[src/rtl/switch_pkg.sv]
// Shared helpers for the input-queued switch scheduler: select-width
// derivation, lowest-set-bit mask reduction and one-hot to index encoding.
package switch_pkg;

    // Widest port count any helper below is asked to handle
    localparam int MAX_PORTS = 32;

    // Width of a port index, never narrower than one bit
    function automatic int sel_width(input int radix);
        if (radix > 1) begin
            return $clog2(radix);
        end else begin
            return 1;
        end
    endfunction

    // Keep only the lowest set bit of a destination mask (zero stays zero)
    function automatic logic [MAX_PORTS-1:0] lowest_bit(input logic [MAX_PORTS-1:0] mask);
        return mask & (~mask + 32'd1);
    endfunction

    // Index of the set bit in a one-hot vector (zero for an all-zero vector)
    function automatic int onehot_to_idx(input logic [MAX_PORTS-1:0] oh);
        int idx;
        idx = 0;
        for (int i = 0; i < MAX_PORTS; i++) begin
            if (oh[i]) begin
                idx = i;
            end else begin
                idx = idx;
            end
        end
        return idx;
    endfunction

endpackage

[src/rtl/switch_iq_sched_match.sv]
// Combinational rotating-priority greedy matcher. Inputs are visited from
// i_ptr upward (wrapping); an input is granted only when every output in its
// mask is free and not yet claimed earlier in the same pass. Grants are
// all-or-nothing, and an empty mask is always grantable.
module switch_iq_sched_match
    import switch_pkg::*;
#(
    parameter int RADIX     = 4,
    parameter int SEL_WIDTH = sel_width(RADIX)
) (
    input  logic [RADIX-1:0]            i_eligible,
    input  logic [RADIX-1:0][RADIX-1:0] i_mask,
    input  logic [RADIX-1:0]            i_free,
    input  logic [SEL_WIDTH-1:0]        i_ptr,
    output logic [RADIX-1:0]            o_grant,
    output logic [RADIX-1:0]            o_claim,
    output logic [SEL_WIDTH-1:0]        o_next_ptr
);

    localparam logic [SEL_WIDTH:0] RADIX_W = (SEL_WIDTH+1)'(RADIX);

    logic [SEL_WIDTH:0]   w_sum;
    logic [SEL_WIDTH-1:0] w_idx;
    logic [RADIX-1:0]     w_claim;
    logic [RADIX-1:0]     w_first_oh;
    logic                 w_found;
    logic [SEL_WIDTH:0]   w_nsum;

    // Single greedy pass over the inputs in rotating order
    always_comb begin
        o_grant    = '0;
        w_claim    = '0;
        w_first_oh = '0;
        w_found    = 1'b0;
        w_sum      = '0;
        w_idx      = '0;
        for (int k = 0; k < RADIX; k++) begin
            w_sum = {1'b0, i_ptr} + (SEL_WIDTH+1)'(k);
            if (w_sum >= RADIX_W) begin
                w_sum = w_sum - RADIX_W;
            end else begin
                w_sum = w_sum;
            end
            w_idx = w_sum[SEL_WIDTH-1:0];
            if (i_eligible[w_idx] && ((i_mask[w_idx] & ~(i_free & ~w_claim)) == '0)) begin
                o_grant[w_idx] = 1'b1;
                w_claim        = w_claim | i_mask[w_idx];
                if (!w_found) begin
                    w_first_oh[w_idx] = 1'b1;
                    w_found           = 1'b1;
                end else begin
                    w_found = w_found;
                end
            end else begin
                w_claim = w_claim;
            end
        end
    end

    // Pointer moves just past the first input granted in this pass
    always_comb begin
        w_nsum = (SEL_WIDTH+1)'(onehot_to_idx(MAX_PORTS'(w_first_oh)))
               + {{SEL_WIDTH{1'b0}}, 1'b1};
        if (w_nsum >= RADIX_W) begin
            w_nsum = w_nsum - RADIX_W;
        end else begin
            w_nsum = w_nsum;
        end
        if (w_found) begin
            o_next_ptr = w_nsum[SEL_WIDTH-1:0];
        end else begin
            o_next_ptr = i_ptr;
        end
    end

    assign o_claim = w_claim;

endmodule

[src/rtl/switch_iq_sched.sv]
// Frame-level crossbar scheduler for the input-queued switch. Matches
// head-of-line frames to free outputs every cycle and holds each connection
// until the frame's last beat. All outputs come straight from registers.
// Optional feature: define SWITCH_IQ_SCHED_MCAST_EN to grant multi-bit
// destination masks atomically; otherwise only the lowest set bit is used.
module switch_iq_sched
    import switch_pkg::*;
#(
    parameter int RADIX           = 4,
    parameter int AXIS_DEST_WIDTH = RADIX,
    parameter int SEL_WIDTH       = sel_width(RADIX)
) (
    input  logic                             clk,
    input  logic                             rst,
    input  logic [RADIX-1:0]                 req_valid,
    input  logic [RADIX*AXIS_DEST_WIDTH-1:0] req_dest,
    input  logic [RADIX-1:0]                 frame_done,
    input  logic [RADIX-1:0]                 cfg_out_en,
    output logic [RADIX-1:0]                 in_grant,
    output logic [RADIX-1:0]                 in_drop,
    output logic [RADIX-1:0]                 out_valid,
    output logic [RADIX*SEL_WIDTH-1:0]       out_src
);

    // Per-input connection state
    logic [RADIX-1:0]                r_active;
    logic [RADIX-1:0]                r_drop;
    logic [RADIX-1:0][RADIX-1:0]     r_mask;
    // Per-output connection state
    logic [RADIX-1:0]                r_busy;
    logic [RADIX-1:0][SEL_WIDTH-1:0] r_owner;
    logic [SEL_WIDTH-1:0]            r_ptr;

    logic [RADIX-1:0][RADIX-1:0]     w_eff;
    logic [RADIX-1:0]                w_elig;
    logic [RADIX-1:0]                w_rel_in;
    logic [RADIX-1:0]                w_rel_out;
    logic [RADIX-1:0]                w_free;
    logic [RADIX-1:0]                w_grant;
    logic [RADIX-1:0]                w_claim;
    logic [SEL_WIDTH-1:0]            w_next_ptr;
    logic [RADIX-1:0][SEL_WIDTH-1:0] w_new_src;

    // Effective destination mask of each head-of-line frame
    always_comb begin
        w_eff = '0;
        for (int n = 0; n < RADIX; n++) begin
`ifdef SWITCH_IQ_SCHED_MCAST_EN
            w_eff[n] = req_dest[n*AXIS_DEST_WIDTH +: RADIX];
`else
            w_eff[n] = RADIX'(lowest_bit(MAX_PORTS'(req_dest[n*AXIS_DEST_WIDTH +: RADIX])));
`endif
        end
    end

    // A frame only finishes on an input that actually holds a connection
    assign w_rel_in = frame_done & r_active;
    // An input whose frame ends this cycle must wait a cycle before re-requesting
    assign w_elig   = req_valid & ~r_active & ~frame_done;

    // Outputs released this cycle by their owners' final beat
    always_comb begin
        w_rel_out = '0;
        for (int n = 0; n < RADIX; n++) begin
            if (w_rel_in[n]) begin
                w_rel_out = w_rel_out | r_mask[n];
            end else begin
                w_rel_out = w_rel_out;
            end
        end
    end

    // Released outputs are immediately re-grantable; disabled ones never are
    assign w_free = (~r_busy | w_rel_out) & cfg_out_en;

    switch_iq_sched_match #(
        .RADIX     (RADIX),
        .SEL_WIDTH (SEL_WIDTH)
    ) u_match (
        .i_eligible (w_elig),
        .i_mask     (w_eff),
        .i_free     (w_free),
        .i_ptr      (r_ptr),
        .o_grant    (w_grant),
        .o_claim    (w_claim),
        .o_next_ptr (w_next_ptr)
    );

    // Source index for every output claimed in this pass
    always_comb begin
        w_new_src = '0;
        for (int m = 0; m < RADIX; m++) begin
            for (int n = 0; n < RADIX; n++) begin
                if (w_grant[n] && w_eff[n][m]) begin
                    w_new_src[m] = SEL_WIDTH'(n);
                end else begin
                    w_new_src[m] = w_new_src[m];
                end
            end
        end
    end

    // Connection state: grants set, final beats clear, reset wipes everything
    always_ff @(posedge clk) begin
        if (rst) begin
            r_active <= '0;
            r_drop   <= '0;
            r_mask   <= '0;
            r_busy   <= '0;
            r_owner  <= '0;
            r_ptr    <= '0;
        end else begin
            r_ptr <= w_next_ptr;
            for (int n = 0; n < RADIX; n++) begin
                if (w_grant[n]) begin
                    r_active[n] <= 1'b1;
                    r_mask[n]   <= w_eff[n];
                    r_drop[n]   <= (w_eff[n] == '0);
                end else if (w_rel_in[n]) begin
                    r_active[n] <= 1'b0;
                    r_mask[n]   <= '0;
                    r_drop[n]   <= 1'b0;
                end else begin
                    r_active[n] <= r_active[n];
                end
            end
            for (int m = 0; m < RADIX; m++) begin
                if (w_claim[m]) begin
                    r_busy[m]  <= 1'b1;
                    r_owner[m] <= w_new_src[m];
                end else if (w_rel_out[m]) begin
                    r_busy[m]  <= 1'b0;
                end else begin
                    r_busy[m]  <= r_busy[m];
                end
            end
        end
    end

    assign in_grant  = r_active;
    assign in_drop   = r_drop;
    assign out_valid = r_busy;
    assign out_src   = r_owner;

endmodule

[config.mk]
export PLATFORM = sky130hd
export DESIGN_NAME = switch_iq_sched
export DESIGN_NICKNAME = d
export VERILOG_FILES = /design/src/rtl/switch_pkg.sv /design/src/rtl/switch_iq_sched_match.sv /design/src/rtl/switch_iq_sched.sv
export SDC_FILE = /design/constraint.sdc
export NUM_CORES = 1
export LEC_CHECK = 0
export BUFFER_PORTS_ARGS = -buffer_cell sky130_fd_sc_hd__buf_4
export CAP_MARGIN = 20
export CORE_MARGIN = 5
export CORE_UTILIZATION = 58
export CTS_CLUSTER_DIAMETER = 80
export DETAILED_ROUTE_END_ITERATION = 6
export PLACE_DENSITY = 0.8
export RECOVER_POWER = 100
export SLEW_MARGIN = 25
export SYNTH_ARGS = -nofsm -noshare
export SYNTH_HDL_FRONTEND = slang
export SYNTH_SLANG_ARGS = --single-unit
[constraint.sdc]
create_clock -name clk -period 4.6 [get_ports clk]
set_input_delay 0 -clock clk [delete_from_list [all_inputs] [get_ports clk]]
set_output_delay 0 -clock clk [all_outputs]
set_load 0.02 [all_outputs]
# [Word-level counts from Yosys, hierarchy flattened]
# Index checks and enable logic that the tools add are counted.
[word_totals] out_inout_bits=20 elab_cells=218 reg_bits=38 input_bits=30
[op_classes] n_bitwise=41 mux=94 reduce_logical=36 magnitude_cmp=13 add_sub_neg=13
[ops] op="two-way mux 4 bit" count=30
[ops] op="bitwise AND 4 bit" count=15
[ops] op="NOT 4 bit" count=14
[ops] op="OR 4 bit" count=12
[ops] op="two-way mux 1 bit" count=37
[ops] op="binary-select mux 4 bit (select 2 bit)" count=4
[ops] op="zero test 4 bit" count=8
[ops] op="two-way mux 2 bit" count=15
[ops] op="logical AND 1 bit" count=20
[ops] op="adder 4 x 1 -> 4 bit (second input constant)" count=4
[ops] op="nonzero test 2 bit" count=8
[ops] op="greater-or-equal comparator 3 bit (second input constant)" count=4
[ops] op="< comparator 2 x 3 -> 1 bit (second input constant)" count=4
[ops] op="subtractor 2 x 1 -> 2 bit (second input constant)" count=5
[ops] op="binary-select mux 1 bit (select 2 bit)" count=4
[ops] op="demux 1 bit (select 2 bit)" count=4
[ops] op="greater-or-equal comparator 2 x 1 -> 1 bit (second input constant)" count=4
[ops] op="adder 2 x 1 -> 3 bit (second input constant)" count=2
[ops] op="adder 2 x 2 -> 3 bit (second input constant)" count=2
[ops] op="greater-or-equal comparator 2 x 3 -> 1 bit (second input constant)" count=1

# [Depth between registers and ports, before layout]
# Gate-level depths: netlist (run 1).
[logic_depth] word_depth=42 depth_mapped=15 mapped_depth_nobuf=12

# [Modules after synthesis]
# Synthesis (run 1) repeated with hierarchy kept, for this count alone.
[hier_totals] hier_cells=349 hier_area_um2=3110.5
[by_module_without_submodules] module="switch_iq_sched" cells_each=198 n_inst=1 area_per_inst_um2=1671.6 seq_area_each_um2=760.7
[by_module_without_submodules] module="switch_iq_sched_match" cells_each=151 n_inst=1 area_per_inst_um2=1438.9 seq_area_each_um2=0.0

# [Least setup slack after synthesis (run 1)]
# No wires, ideal clock.
[synth_path] path_type="register to register" startpoint="reg r_ptr[0]" endpoint="reg r_owner, in the netlist out_src[5]" synth_period_minus_slack_ps=4012 n_path_buf=4 setup_time_ps=140 t_arrival_ps=3872 path_stages_with_launch=15 path_slack_ps=588 t_required_ps=4460 cell_sequence="dfxtp_1 -> inv_2 -> buf_2 -> ha_1 -> clkbuf_1 -> mux4_2 -> inv_1 -> o221ai_2 -> nor4_2 -> a211oi_4 -> buf_2 -> a221o_2 -> buf_6 -> a21oi_1 -> a221oi_1"
[synth_via] elab_chain_cells=32 elab_cells_between_ends=90 cone_classes="7 x add/sub; 12 x order compare; 38 x mux; 19 x bitwise; 14 x reduce/logical"
[synth_rtl] element="start: declaration" line="switch_iq_sched.sv:32" source="logic [SEL_WIDTH-1:0] r_ptr;"
[synth_rtl] element="start signal: assignment" line="switch_iq_sched.sv:113" source="r_ptr <= w_next_ptr;"
[synth_rtl] element="greater-or-equal comparator 2 x 3 -> 1 bit / subtractor 2 x 1 -> 2 bit (equally long branches)" line="switch_iq_sched_match.sv:39, switch_iq_sched_match.sv:40"
[synth_rtl] element="two-way mux 2 bit" line="switch_iq_sched_match.sv:39" source="if (w_sum >= RADIX_W) begin"
[synth_rtl] element="binary-select mux 4 bit (select 2 bit)" line="switch_iq_sched_match.sv:45, switch_iq_sched_match.sv:47"
[synth_rtl] element="two-way mux 4 bit (not written as such)" line="switch_iq_sched_match.sv:45, switch_iq_sched_match.sv:47"
[synth_rtl] element="bitwise AND 4 bit" line="switch_iq_sched_match.sv:45" source="if (i_eligible[w_idx] && ((i_mask[w_idx] & ~(i_free & ~w_claim)) == '0)) begin"
[synth_rtl] element="zero test 4 bit" line="switch_iq_sched_match.sv:45"
[synth_rtl] element="logical AND 1 bit" line="switch_iq_sched_match.sv:45"
[synth_rtl] element="two-way mux 4 bit" line="switch_iq_sched_match.sv:45"
[synth_rtl] element="(+15 left out)"
[synth_rtl] element="bitwise AND 4 bit" line="switch_iq_sched_match.sv:45"
[synth_rtl] element="NOT 4 bit" line="switch_iq_sched_match.sv:45"
[synth_rtl] element="bitwise AND 4 bit" line="switch_iq_sched_match.sv:45"
[synth_rtl] element="zero test 4 bit" line="switch_iq_sched_match.sv:45"
[synth_rtl] element="logical AND 1 bit" line="switch_iq_sched_match.sv:45"
[synth_rtl] element="two-way mux 4 bit" line="switch_iq_sched_match.sv:45"
[synth_rtl] element="logical AND 1 bit" line="switch_iq_sched.sv:94" source="if (w_grant[n] && w_eff[n][m]) begin"
[synth_rtl] element="two-way mux 2 bit (2 in a row)" line="switch_iq_sched.sv:94"
[synth_rtl] element="end signal: indexed assignment" line="switch_iq_sched.sv:130" source="r_owner[m] <= w_new_src[m];"
[synth_rtl] element="end: declaration" line="switch_iq_sched.sv:31" source="logic [RADIX-1:0][SEL_WIDTH-1:0] r_owner;"
# Several ways; a longest one is shown, not always the timed one. The select of a mux whose other input is x is not followed.
# A chain may end at the register's enable or synchronous reset.

# [Final worst setup path (run 1)]
[layout_path] startpoint="reg r_ptr[0]" endpoint="reg r_owner, in the netlist out_src[4]"
[layout_via] elab_chain_cells=33 elab_cells_between_ends=92 cone_classes="7 x add/sub; 12 x order compare; 39 x mux; 19 x bitwise; 15 x reduce/logical"
[layout_rtl] element="greater-or-equal comparator 2 x 3 -> 1 bit / subtractor 2 x 1 -> 2 bit (equally long branches)" line="switch_iq_sched_match.sv:39, switch_iq_sched_match.sv:40"
[layout_rtl] element="two-way mux 2 bit" line="switch_iq_sched_match.sv:39"
[layout_rtl] element="binary-select mux 4 bit (select 2 bit)" line="switch_iq_sched_match.sv:45, switch_iq_sched_match.sv:47"
[layout_rtl] element="two-way mux 4 bit (not written as such)" line="switch_iq_sched_match.sv:45, switch_iq_sched_match.sv:47"
[layout_rtl] element="bitwise AND 4 bit" line="switch_iq_sched_match.sv:45"
[layout_rtl] element="zero test 4 bit" line="switch_iq_sched_match.sv:45"
[layout_rtl] element="logical AND 1 bit" line="switch_iq_sched_match.sv:45"
[layout_rtl] element="two-way mux 4 bit" line="switch_iq_sched_match.sv:45"
[layout_rtl] element="(+16 left out)"
[layout_rtl] element="NOT 4 bit" line="switch_iq_sched_match.sv:45"
[layout_rtl] element="bitwise AND 4 bit" line="switch_iq_sched_match.sv:45"
[layout_rtl] element="zero test 4 bit" line="switch_iq_sched_match.sv:45"
[layout_rtl] element="logical AND 1 bit" line="switch_iq_sched_match.sv:45"
[layout_rtl] element="two-way mux 4 bit" line="switch_iq_sched_match.sv:45"
[layout_rtl] element="logical AND 1 bit" line="switch_iq_sched.sv:94"
[layout_rtl] element="two-way mux 1 bit" line="switch_iq_sched.sv:94"
[layout_rtl] element="two-way mux 2 bit (2 in a row)" line="switch_iq_sched.sv:94"
# Several ways; a longest one is shown, not always the timed one. The select of a mux whose other input is x is not followed.

==> results of run 1 <==
==> per-layer routing <==
layer | vias up | part of all wire (%) | GRT usage, %
met5 | - | 0 | 0
met4 | 0 | 3.8 | 9.942
met3 | 41 | 11 | 8.983
met2 | 176 | 46 | 45.84
met1 | 1544 | 39 | 34.68
li1 | 1485 | - | -
==> power groups by stage <==
stage	sequential (mW)	clock [mW]	combinational [mW]
after CTS	0.465	0.259	1.12
after detailed placement	0.472	0	1.12
after global placement	0.473	0	1.10
after global routing	0.476	0.275	1.18
after floorplan	0.512	0	0.750
final	0.466	0.263	1.09
==> through the flow <==
step	cells	utilization, %	total power, mW	worst slack (ns)	hold slack (ns)
after floorplan	366	-	1.263	0.5880	0.1765
after global placement	476	68.89	1.572	0.8066	0.2828
after detailed placement	476	68.89	1.590	0.6976	0.2920
after CTS	487	71.37	1.847	0.6701	0.001459
after global routing	487	69.52	1.928	0.1829	0.01714
final	487	69.52	1.818	0.5189	-0.005923
==> cell usage after synthesis, types with 2 or more instances <==
cell type	number
a211o_1	2
a211oi_4	2
a21oi_1	29
a221o_1	3
a221oi_1	10
a221oi_2	3
a222oi_1	2
a22o_1	3
a2bb2oi_1	2
a31oi_1	3
a32o_1	2
and2_1	5
and3_1	4
buf_2	7
buf_4	2
buf_6	2
clkbuf_1	9
clkinv_1	2
dfxtp_1	38
ha_1	5
inv_1	24
mux2_1	4
mux2i_1	4
mux4_2	21
nand2_1	42
nand2b_1	9
nand3_1	21
nand4_1	3
nor2_1	20
nor2b_1	5
nor3_1	2
nor3b_1	9
nor4_1	4
nor4b_1	4
o211ai_1	9
o21a_1	2
o21ai_0	4
o21ai_1	2
o22ai_1	2
o32ai_1	2
or2_0	8
or3b_1	5
==> final cells by class <==
cell class	count	area, um^2	area share [%]
clock buffers	6	82.58	2.282
well taps	70	87.58	2.420
clock inverters	2	16.27	0.4495
flip-flops and latches	38	760.7	21.02
repair buffers	64	405.4	11.20
multi-input cells	280	2165	59.82
inverters	27	101.3	2.801
==> kinds of logic (layout without fill, tap and decap cells) <==
group,Yosys count,after routing
simple gates,151,151
buf+inv,48,99
mux,29,29
flops,38,38
compound gates,95,95
fa+ha+maj,5,5
==> registers in the layout (all words and copies together) (netlist names) <==
register,flops
in_drop,4
in_grant,4
out_src,8
out_valid,4
r_mask,16
r_ptr,2
==> final timing paths <==
| path | end | slack (ns) | cells past startpoint |
|---|---|---|---|
| min reg2reg | in_drop[2] | 0.47 | 2 |
| min | in_drop[0] | -0.006 | 4 |
| max | out_src[4] | 0.52 | 12 |
| max reg2reg | out_src[4] | 0.52 | 12 |
==> tightest hold or removal path, stage by stage <==
cell     delay (ns)
buf_4          0.10
nor4_1         0.04
nand2_1        0.06
a21oi_1        0.06
==> flow_metrics.py, run 1 <==
metrics = {
    "place": {
        "gp_congestion": 0.9968,
        "placed_cell_area_mm2": 0.003586,
        "port_buffers": 49,
        "dpl.hpwl_mm": 7.785,
    },
    "sta": {
        "clock_skew_ns": 0.004216,
        "fin_tns_setup_ns": 0,
        "tightest_slew_ns": 1.007,
        "rsz0062_at_grt": "false",
        "setup_viol": 0,
        "slew-limit-headroom_pct": 31.93,
        "max_clock_freq_mhz": 245.0,
        "finalHoldViolations": 1,
        "layout_min_cycle_time_ns": 4.081,
        "maxSlewViolCount": 0,
        "post-route-period-util_pct": 88.72,
        "hold_slack_ns": -0.005923,
    },
    "detailed_routing": {
        "via_per_inst": 6.665,
        "wirelength_mm": 9.823,
        "via_count": 3246,
        "ant_nets": 0,
        "drt_iter0_markers": 370,
        "drtPass1Iterations": 5,
        "route.detailed.drc": 0,
        "wl_per_cell_um": 20.17,
    },
    "synthesis": {
        "synthTopCellsByArea": "dfxtp_1 (24%), mux4_2 (15%), nand2_1 (5.0%)",
        "synth_edf_count": 0,
        "synth_compound_area_share_pct": 23.34,
        "synthMuxAreaShare_pct": 17.71,
        "synth_xor_area_share_pct": 0,
        "syn_avg_cell_area_um2": 8.611,
        "ys_seq_elements": 38,
        "synthArstFlopShare_pct": 0,
        "synth_cells": 366,
        "synthesis.area_mm2": 0.003152,
        "synth_top_area_cell": "dfxtp_1",
        "yosys_warnings": 0,
        "synth_nets": 401,
        "synth_top_area_share_pct": 24.14,
        "ys_seq_area_share_pct": 24.14,
        "synth_top_family_by_area": "simple AND/OR/NAND/NOR gates",
        "synth_fa_ha_area_share_pct": 1.985,
        "synthFlopType": "dfxtp_1",
        "synth.distinct_cells": 67,
        "synth-simple-area-share_pct": 26.08,
    },
    "grt": {
        "grt_first_pass_wirelength_mm": 15.81,
        "track_usage_pct": 28.05,
        "grt_pass1_vias": 3107,
        "grt_max_degree": 39,
        "grt_overflow": 0,
        "antenna_found_initial": 0,
    },
    "layout": {
        "final_common_cell": "nand2_1",
        "fin_nets": 451,
        "nFillCells": 446,
        "drive_above_1_share_pct": 18.94,
        "syn_to_final_growth_pct": 14.81,
        "design_area_mm2": 0.003618,
        "diodes": 0,
        "final_cell_mix": "nand2_1 (42), dfxtp_1 (38), buf_4 (38), a21oi_1 (29), inv_1 (24)",
    },
    "setup_path": {
        "slowest_stage": "a21boi_2",
        "r2r_start": "r_ptr[0]",
        "crit_chain": "inv_2, ha_1, mux4_2, inv_1, o221ai_1, nor4_2, a211oi_4, clkbuf_1, a222oi_1, a21boi_2, o211ai_1, a221oi_2",
        "critPathLaunchType": "flip-flop",
        "required_ns": 4.83,
        "cp_num_buf_inv": 3,
        "end_kind": "flip-flop",
        "critPathMaxFanout": 15,
        "crit_start": "r_ptr[0]",
        "crit_family": "compound AO/OA/AOI/OAI gates",
        "slowest_delay_ns": 0.55,
        "crit_type": "reg2reg",
        "crit_arrival_ns": 4.31,
    },
    "pwr": {
        "power.density_mw_per_mm2": 502.4,
        "seqPwrFrac_pct": 25.6,
        "p_clk_share_pct": 14.5,
        "combPwrFrac_pct": 59.9,
        "p_int_uw": 952.7,
        "switching_share_pct": 47.59,
        "p_leak_nw": 1.240,
        "irDropWorstVdd_v": 0.0002346,
        "p_sw_uw": 865.3,
    },
    "outcome": {
        "status": "complete, but fails checks",
        "violations": "hold timing",
    },
    "die": {
        "die_h_um": 83.72,
        "start_util_pct": 60.55,
        "core_area_mm2": 0.005205,
        "ios": 50,
        "rows": 26,
        "die-area_mm2": 0.007008,
        "fp.dieW_um": 83.72,
    },
    "flow_run": {
        "maxCapViolCount": 0,
    },
    "clocking": {
        "cts_sinks": 38,
        "cts_root_buffer": "clkbuf_8",
        "clk_latency_ns": 0.31,
        "ctsHoldBuffers": 3,
        "cts_tree": "built",
        "post-cts-setup-buffers": 0,
        "htreeDepth": 2,
        "clkTransAtPathRegs_ns": 0.09,
        "post_cts_resized": 0,
        "cts_buffers": 5,
        "cts_buffer_depth": 2,
    },
    "worst_hold_path": {
        "hold_path_class": "in2reg",
        "hold_path_startpoint": "req_dest[2]",
    },
}
Power figures use the tool's default switching activity.
==> run 2: changes to the inputs <==
ABC_AREA = 1   (was unset)
==> flow_metrics.py, run 2 <==
metrics = {
    "synthesis": {
        "ys_seq_elements": 38,
        "synthTopCellsByArea": "dfxtp_1 (24%), nand2_1 (21%), inv_1 (12%)",
        "synth_top_area_share_pct": 24.13,
        "synth_cells": 550,
        "synth_top_area_cell": "dfxtp_1",
        "synth_edf_count": 0,
        "synth_most_common_cell": "nand2_1",
        "yosys_warnings": 0,
        "synth_nets": 585,
        "syn_avg_cell_area_um2": 5.733,
        "synthesis.area_mm2": 0.003153,
        "synthArstFlopShare_pct": 0,
        "synth.distinct_cells": 32,
        "netlist_top_cells_count": "nand2_1 (174), inv_1 (103), nand3_1 (46)",
        "ys_seq_area_share_pct": 24.13,
        "synthFlopType": "dfxtp_1",
    },
    "setup_path": {
        "crit_type": "reg2reg",
        "slowest_stage": "dfxtp_1",
        "required_ns": 4.82,
        "crit_arrival_ns": 4.20,
        "critPathMaxFanout": 18,
        "path_common_cell": "nand2_1",
        "crit_chain": "inv_2, ha_1, inv_1, nand2_1, o21ai_0, nand2_1, nand2_1, nor2_4, nand3_1, nand3_1, nand2_1, nand2_1, inv_2, nand3_1, nand2_1, nand2_1, nand3_1, nor2_8, nand2_4, nand2_4, nand2_1, nand2_1, inv_1, a21oi_1",
        "critPathLaunchType": "flip-flop",
        "slowest_delay_ns": 0.66,
        "rrSetupSlack_ns": 0.62,
        "end_kind": "flip-flop",
    },
    "sta": {
        "setup_viol": 0,
        "max_clock_freq_mhz": 251.5,
        "layout_min_cycle_time_ns": 3.976,
        "maxSlewViolCount": 0,
        "finalHoldViolations": 1,
        "fin_tns_setup_ns": 0,
        "tightest_slew_ns": 0.5317,
        "slew-limit-headroom_pct": 64.51,
        "rsz0062_at_grt": "false",
        "clock_skew_ns": 0.006349,
        "hold_slack_ns": -0.003639,
        "post-route-period-util_pct": 86.42,
    },
    "grt": {
        "grt_first_pass_wirelength_mm": 15.86,
        "track_usage_pct": 27.56,
        "antenna_found_initial": 0,
        "grt_overflow": 0,
        "grt_max_degree": 24,
        "grt_pass1_vias": 3381,
    },
    "clocking": {
        "htreeDepth": 2,
        "cts_tree": "built",
        "cts_buffers": 5,
        "clk_latency_ns": 0.30,
        "cts_sinks": 38,
        "cts_root_buffer": "clkbuf_8",
        "post_cts_resized": 0,
        "clkTransAtPathRegs_ns": 0.08,
        "cts_buffer_depth": 2,
    },
    "die": {
        "rows": 26,
        "core_area_mm2": 0.005205,
        "start_util_pct": 60.58,
        "die-area_mm2": 0.007011,
        "die_h_um": 83.73,
        "fp.dieW_um": 83.73,
        "ios": 50,
    },
    "pwr": {
        "p_clk_share_pct": 16.6,
        "combPwrFrac_pct": 59.8,
        "p_sw_mw": 1.066,
        "switching_share_pct": 51.63,
        "power_mw": 2.064,
        "seqPwrFrac_pct": 23.5,
        "power.density_mw_per_mm2": 570.1,
        "p_leak_nw": 1.916,
        "irDropWorstVdd_v": 0.0003366,
        "p_int_uw": 998.5,
    },
    "layout": {
        "syn_to_final_growth_pct": 14.84,
        "top_register": "r_mask",
        "fin_nets": 635,
        "diodes": 0,
        "final_cell_mix": "nand2_1 (176), inv_1 (104), nand3_1 (50)",
        "final_common_cell": "nand2_1",
        "largest_register_ffs": 16,
        "drive_above_1_share_pct": 11.48,
    },
    "place": {
        "gp_congestion": 1.060,
        "dpl.hpwl_mm": 7.923,
        "port_buffers": 49,
    },
    "detailed_routing": {
        "via_count": 3682,
        "drt_iter0_markers": 347,
        "wirelength_mm": 9.773,
        "ant_nets": 0,
        "route.detailed.drc": 0,
        "wl_per_cell_um": 14.56,
        "via_per_inst": 5.487,
        "drtPass1Iterations": 7,
    },
    "outcome": {
        "violations": "hold timing",
        "status": "complete, but fails checks",
    },
    "flow_run": {
        "maxCapViolCount": 0,
    },
    "worst_hold_path": {
        "hold_path_class": "in2reg",
    },
}
==> run 2: metal layers <==
layer	part of all wire [%]	global-route usage [%]	vias up
met4	1.7	8.041	0
li1	-	-	1813
met1	43	37.96	1630
met2	45	43.60	220
met5	0	0	-
met3	10	5.331	19
==> run 2: worst paths after layout <==
| kind | from | end | cells past startpoint |
|---|---|---|---|
| max | r_ptr[0] | out_src[2] | 24 |
| min | req_dest[15] | in_drop[3] | 4 |
| max reg2reg | r_ptr[0] | out_src[2] | 24 |
| min reg2reg | r_mask[3] | r_mask[3] | 2 |
==> run 2: worst max-delay path: cells and delay by family (launching register included) <==
family                     cells  cell delay, ns
DFF                            1            0.66
AOI/OAI and AO/OA              2            0.23
buffers and inverters          4            0.59
adders and majority gates      1            0.49
and+or+nand+nor               17            1.91
==> run 2: logic make-up (layout without fill, tap and decap cells) <==
group,Yosys count,after routing,share of synthesized area [%]
and+or+nand+nor,293,293,42.94
AOI/OAI and AO/OA,93,93,15.52
DFF,38,38,24.13
adders and majority gates,5,5,1.984
muxes,1,1,0.3175
buffers and inverters,120,171,15.12
==> run 2: power groups by stage <==
| stage | clock network, mW | registers (mW) | logic (mW) |
|---|---|---|---|
| 4_1_cts | 0.343 | 0.484 | 1.27 |
| 5_1_grt | 0.360 | 0.496 | 1.37 |
| 2_1_floorplan | 0 | 0.529 | 0.883 |
| 3_5_place_dp | 0 | 0.489 | 1.26 |
| 6_report | 0.343 | 0.486 | 1.24 |
| 3_3_place_gp | 0 | 0.487 | 1.24 |
==> run 2: what timing repair did <==
| item | 4_1_cts | 5_1_grt |
|---|---|---|
| hold endpoints to repair | 2 | 0 |
| setup buffers | 0 | 0 |
| hold buffers | 2 | 0 |
==> run 2: through the flow <==
step | worst slack [ns] | hold slack (ns) | instances | cell area, um^2 | utilization [%]
after global routing | 0.1367 | 0.02038 | 671 | 3621 | 69.57
after CTS | 0.7527 | 0.005475 | 671 | 3721 | 71.49
after floorplan | 1.427 | 0.06907 | 550 | 3153 | -
after detailed placement | 0.8219 | 0.3008 | 661 | 3563 | 68.46
after global placement | 0.9546 | 0.2838 | 661 | 3563 | 68.46
final | 0.6245 | -0.003639 | 671 | 3621 | 69.57
==> run 2: layout make-up <==
class	count	area, um^2
Clock buffer	5	68.82
Clock inverter	3	68.82
Fill cell	495	1584
Inverter	109	409.1
Multi-Input combinational cell	392	1891
Sequential cell	38	760.7
Tap cell	70	87.58
Timing Repair Buffer	54	335.3
==> run 3: changes to the inputs <==
ABC_AREA = unset   (was 1)
CORE_UTILIZATION = 57   (was 58)
PLACE_DENSITY = 0.79   (was 0.8)
SYNTH_HIERARCHICAL = 1   (was unset)
==> flow_metrics.py, run 3 <==
metrics = {
    "synthesis": {
        "synth_most_common_cell": "nand2_1",
        "synth_edf_count": 0,
        "synthTopCellsByArea": "dfxtp_1 (24%), mux4_1 (12%), nand2_1 (5.2%)",
        "yosys_warnings": 6,
        "ys_seq_area_share_pct": 24.46,
        "synthesis.area_mm2": 0.003110,
        "netlist_top_cells_count": "nand2_1 (43), dfxtp_1 (38), nor2_1 (35)",
        "ys_seq_elements": 38,
        "synth.distinct_cells": 64,
        "syn_avg_cell_area_um2": 8.913,
        "synth_cells": 349,
        "synth_top_area_cell": "dfxtp_1",
        "synth_top_area_share_pct": 24.46,
        "synthArstFlopShare_pct": 0,
        "synth_nets": 383,
        "synthFlopType": "dfxtp_1",
    },
    "grt": {
        "grt_first_pass_wirelength_mm": 15.11,
        "antenna_found_initial": 0,
        "grt_pass1_vias": 3057,
        "grt_max_degree": 40,
        "met3_usage_pct": 3.356,
        "grt_overflow": 0,
        "grtUsageMet2_pct": 44.69,
        "track_usage_pct": 26.13,
        "grt_busiest_layer": "met2",
        "met1_usage_pct": 34.15,
    },
    "detailed_routing": {
        "via_count": 3153,
        "via_per_inst": 6.752,
        "ant_nets": 0,
        "drtPass1Iterations": 6,
        "drt_iter0_markers": 338,
        "route.detailed.drc": 0,
        "wirelength_mm": 9.228,
        "wl_per_cell_um": 19.76,
    },
    "clocking": {
        "cts_buffers": 5,
        "cts_root_buffer": "clkbuf_8",
        "cts_buffer_depth": 2,
        "cts_tree": "built",
        "clk_latency_ns": 0.29,
        "htreeDepth": 2,
        "clkTransAtPathRegs_ns": 0.08,
        "cts_sinks": 38,
    },
    "sta": {
        "hold_slack_ns": 0.004185,
        "layout_min_cycle_time_ns": 4.315,
        "post-route-period-util_pct": 93.80,
        "finalHoldViolations": 0,
        "clock_skew_ns": 0.002451,
        "max_clock_freq_mhz": 231.8,
        "slew-limit-headroom_pct": 50.00,
        "tightest_slew_ns": 0.7395,
        "fin_tns_setup_ns": 0,
        "rsz0062_at_grt": "false",
        "setup_viol": 0,
        "maxSlewViolCount": 0,
    },
    "place": {
        "dpl.hpwl_mm": 7.110,
        "port_buffers": 49,
        "gp_congestion": 0.9130,
    },
    "setup_path": {
        "r2r_start": "in_grant[2]",
        "slowest_delay_ns": 0.53,
        "end_kind": "flip-flop",
        "required_ns": 4.81,
        "crit_type": "reg2reg",
        "slowest_stage": "or4b_1",
        "critPathLaunchType": "flip-flop",
        "crit_start": "in_grant[2]",
        "critPathMaxFanout": 9,
        "crit_arrival_ns": 4.52,
        "crit_chain": "nor3b_1, mux4_1, a21boi_1, and4_1, a311oi_4, a311oi_2, and2_0, a222oi_1, nand2_1, or4b_1, or2_4, a311oi_1",
    },
    "layout": {
        "final_cell_mix": "nand2_1 (43), dfxtp_1 (38), buf_4 (37), nor2_1 (35), a21oi_1 (25)",
        "diodes": 0,
        "largest_register_ffs": 16,
        "fin_nets": 430,
        "top_register": "r_mask",
        "final_common_cell": "nand2_1",
        "nFillCells": 449,
        "drive_above_1_share_pct": 16.62,
        "syn_to_final_growth_pct": 14.00,
    },
    "die": {
        "rows": 26,
        "fp.dieW_um": 83.87,
        "die_h_um": 83.87,
        "core_area_mm2": 0.005205,
        "ios": 50,
        "die-area_mm2": 0.007034,
        "start_util_pct": 59.76,
    },
    "pwr": {
        "p_leak_nw": 1.334,
        "power.density_mw_per_mm2": 538.2,
        "irDropWorstVdd_v": 0.0003247,
    },
    "flow_run": {
        "maxCapViolCount": 0,
    },
    "outcome": {
        "status": "finished, final reports clean",
    },
    "worst_hold_path": {
        "hold_path_startpoint": "req_dest[2]",
        "hold_path_class": "in2reg",
    },
}
==> run 3: worst paths after layout <==
path / endpoint / cells past startpoint / slack, ns
hold reg to reg: r_mask[12] / 2 / 0.46
setup reg to reg: out_src[7] / 12 / 0.29
setup / recovery: out_src[7] / 12 / 0.29
hold / removal: r_mask[2] / 3 / 0.004
==> run 3: layout make-up <==
cell class              instances  area [um^2]  share of cell area (%)
multi-input cells             275         2153                   60.73
flip-flops and latches         38        760.7                   21.45
repair buffers                 59        366.6                   10.34
well taps                      70        87.58                   2.470
clock buffers                   5        68.82                   1.941
inverters                      17        63.81                   1.800
clock inverters                 3        45.04                   1.270
==> run 3: logic make-up (layout without fill, tap and decap cells) <==
group	Yosys count	count (layout)	synth area share, %
AND/OR/NAND/NOR	153	153	25.74
AO/OA/AOI/OAI	90	90	23.17
flip-flops	38	38	24.46
buffers and inverters	36	84	6.154
multiplexers	28	28	18.87
adder cells (fa/ha/maj)	4	4	1.609
==> run 3: where the power goes <==
| part | switching [mW] | internal, mW |
|---|---|---|
| registers | 0.0628 | 0.400 |
| clock network | 0.125 | 0.161 |
| logic | 0.700 | 0.460 |
==> run 3: through the flow <==
step | area [um^2] | instances | setup WS (ns) | power [mW] | util (%)
3_3_place_gp | 3506 | 458 | 0.4959 | 1.633 | 67.36
2_1_floorplan | 3110 | 349 | 0.3241 | 1.344 | -
3_5_place_dp | 3506 | 458 | 0.4511 | 1.647 | 67.36
5_1_grt | 3546 | 467 | 0.04224 | 2.033 | 68.13
6_report | 3546 | 467 | 0.2853 | 1.909 | 68.13
4_1_cts | 3630 | 467 | 0.4277 | 1.935 | 69.74
==> run 3: repair_timing <==
item                                   4_1_cts  5_1_grt
gates resized for setup                      0        1
hold buffers                                 1        0
endpoints found under the hold margin        1        0
setup buffers                                0        0
setup endpoints to repair                    0        2
==> run 3: worst max-delay path: cells and delay by family (launching register included) <==
family,cells,cell delay (ns)
and+or+nand+nor,6,2.27
DFF,1,0.42
AOI/OAI and AO/OA,5,1.20
muxes,1,0.34
==> run 3: layer usage <==
metal | part of all wire (%) | routed length, um
met1 | 40 | 3733
met2 | 50 | 4648
met3 | 7.4 | 687
met4 | 1.7 | 158
met5 | 0 | 0
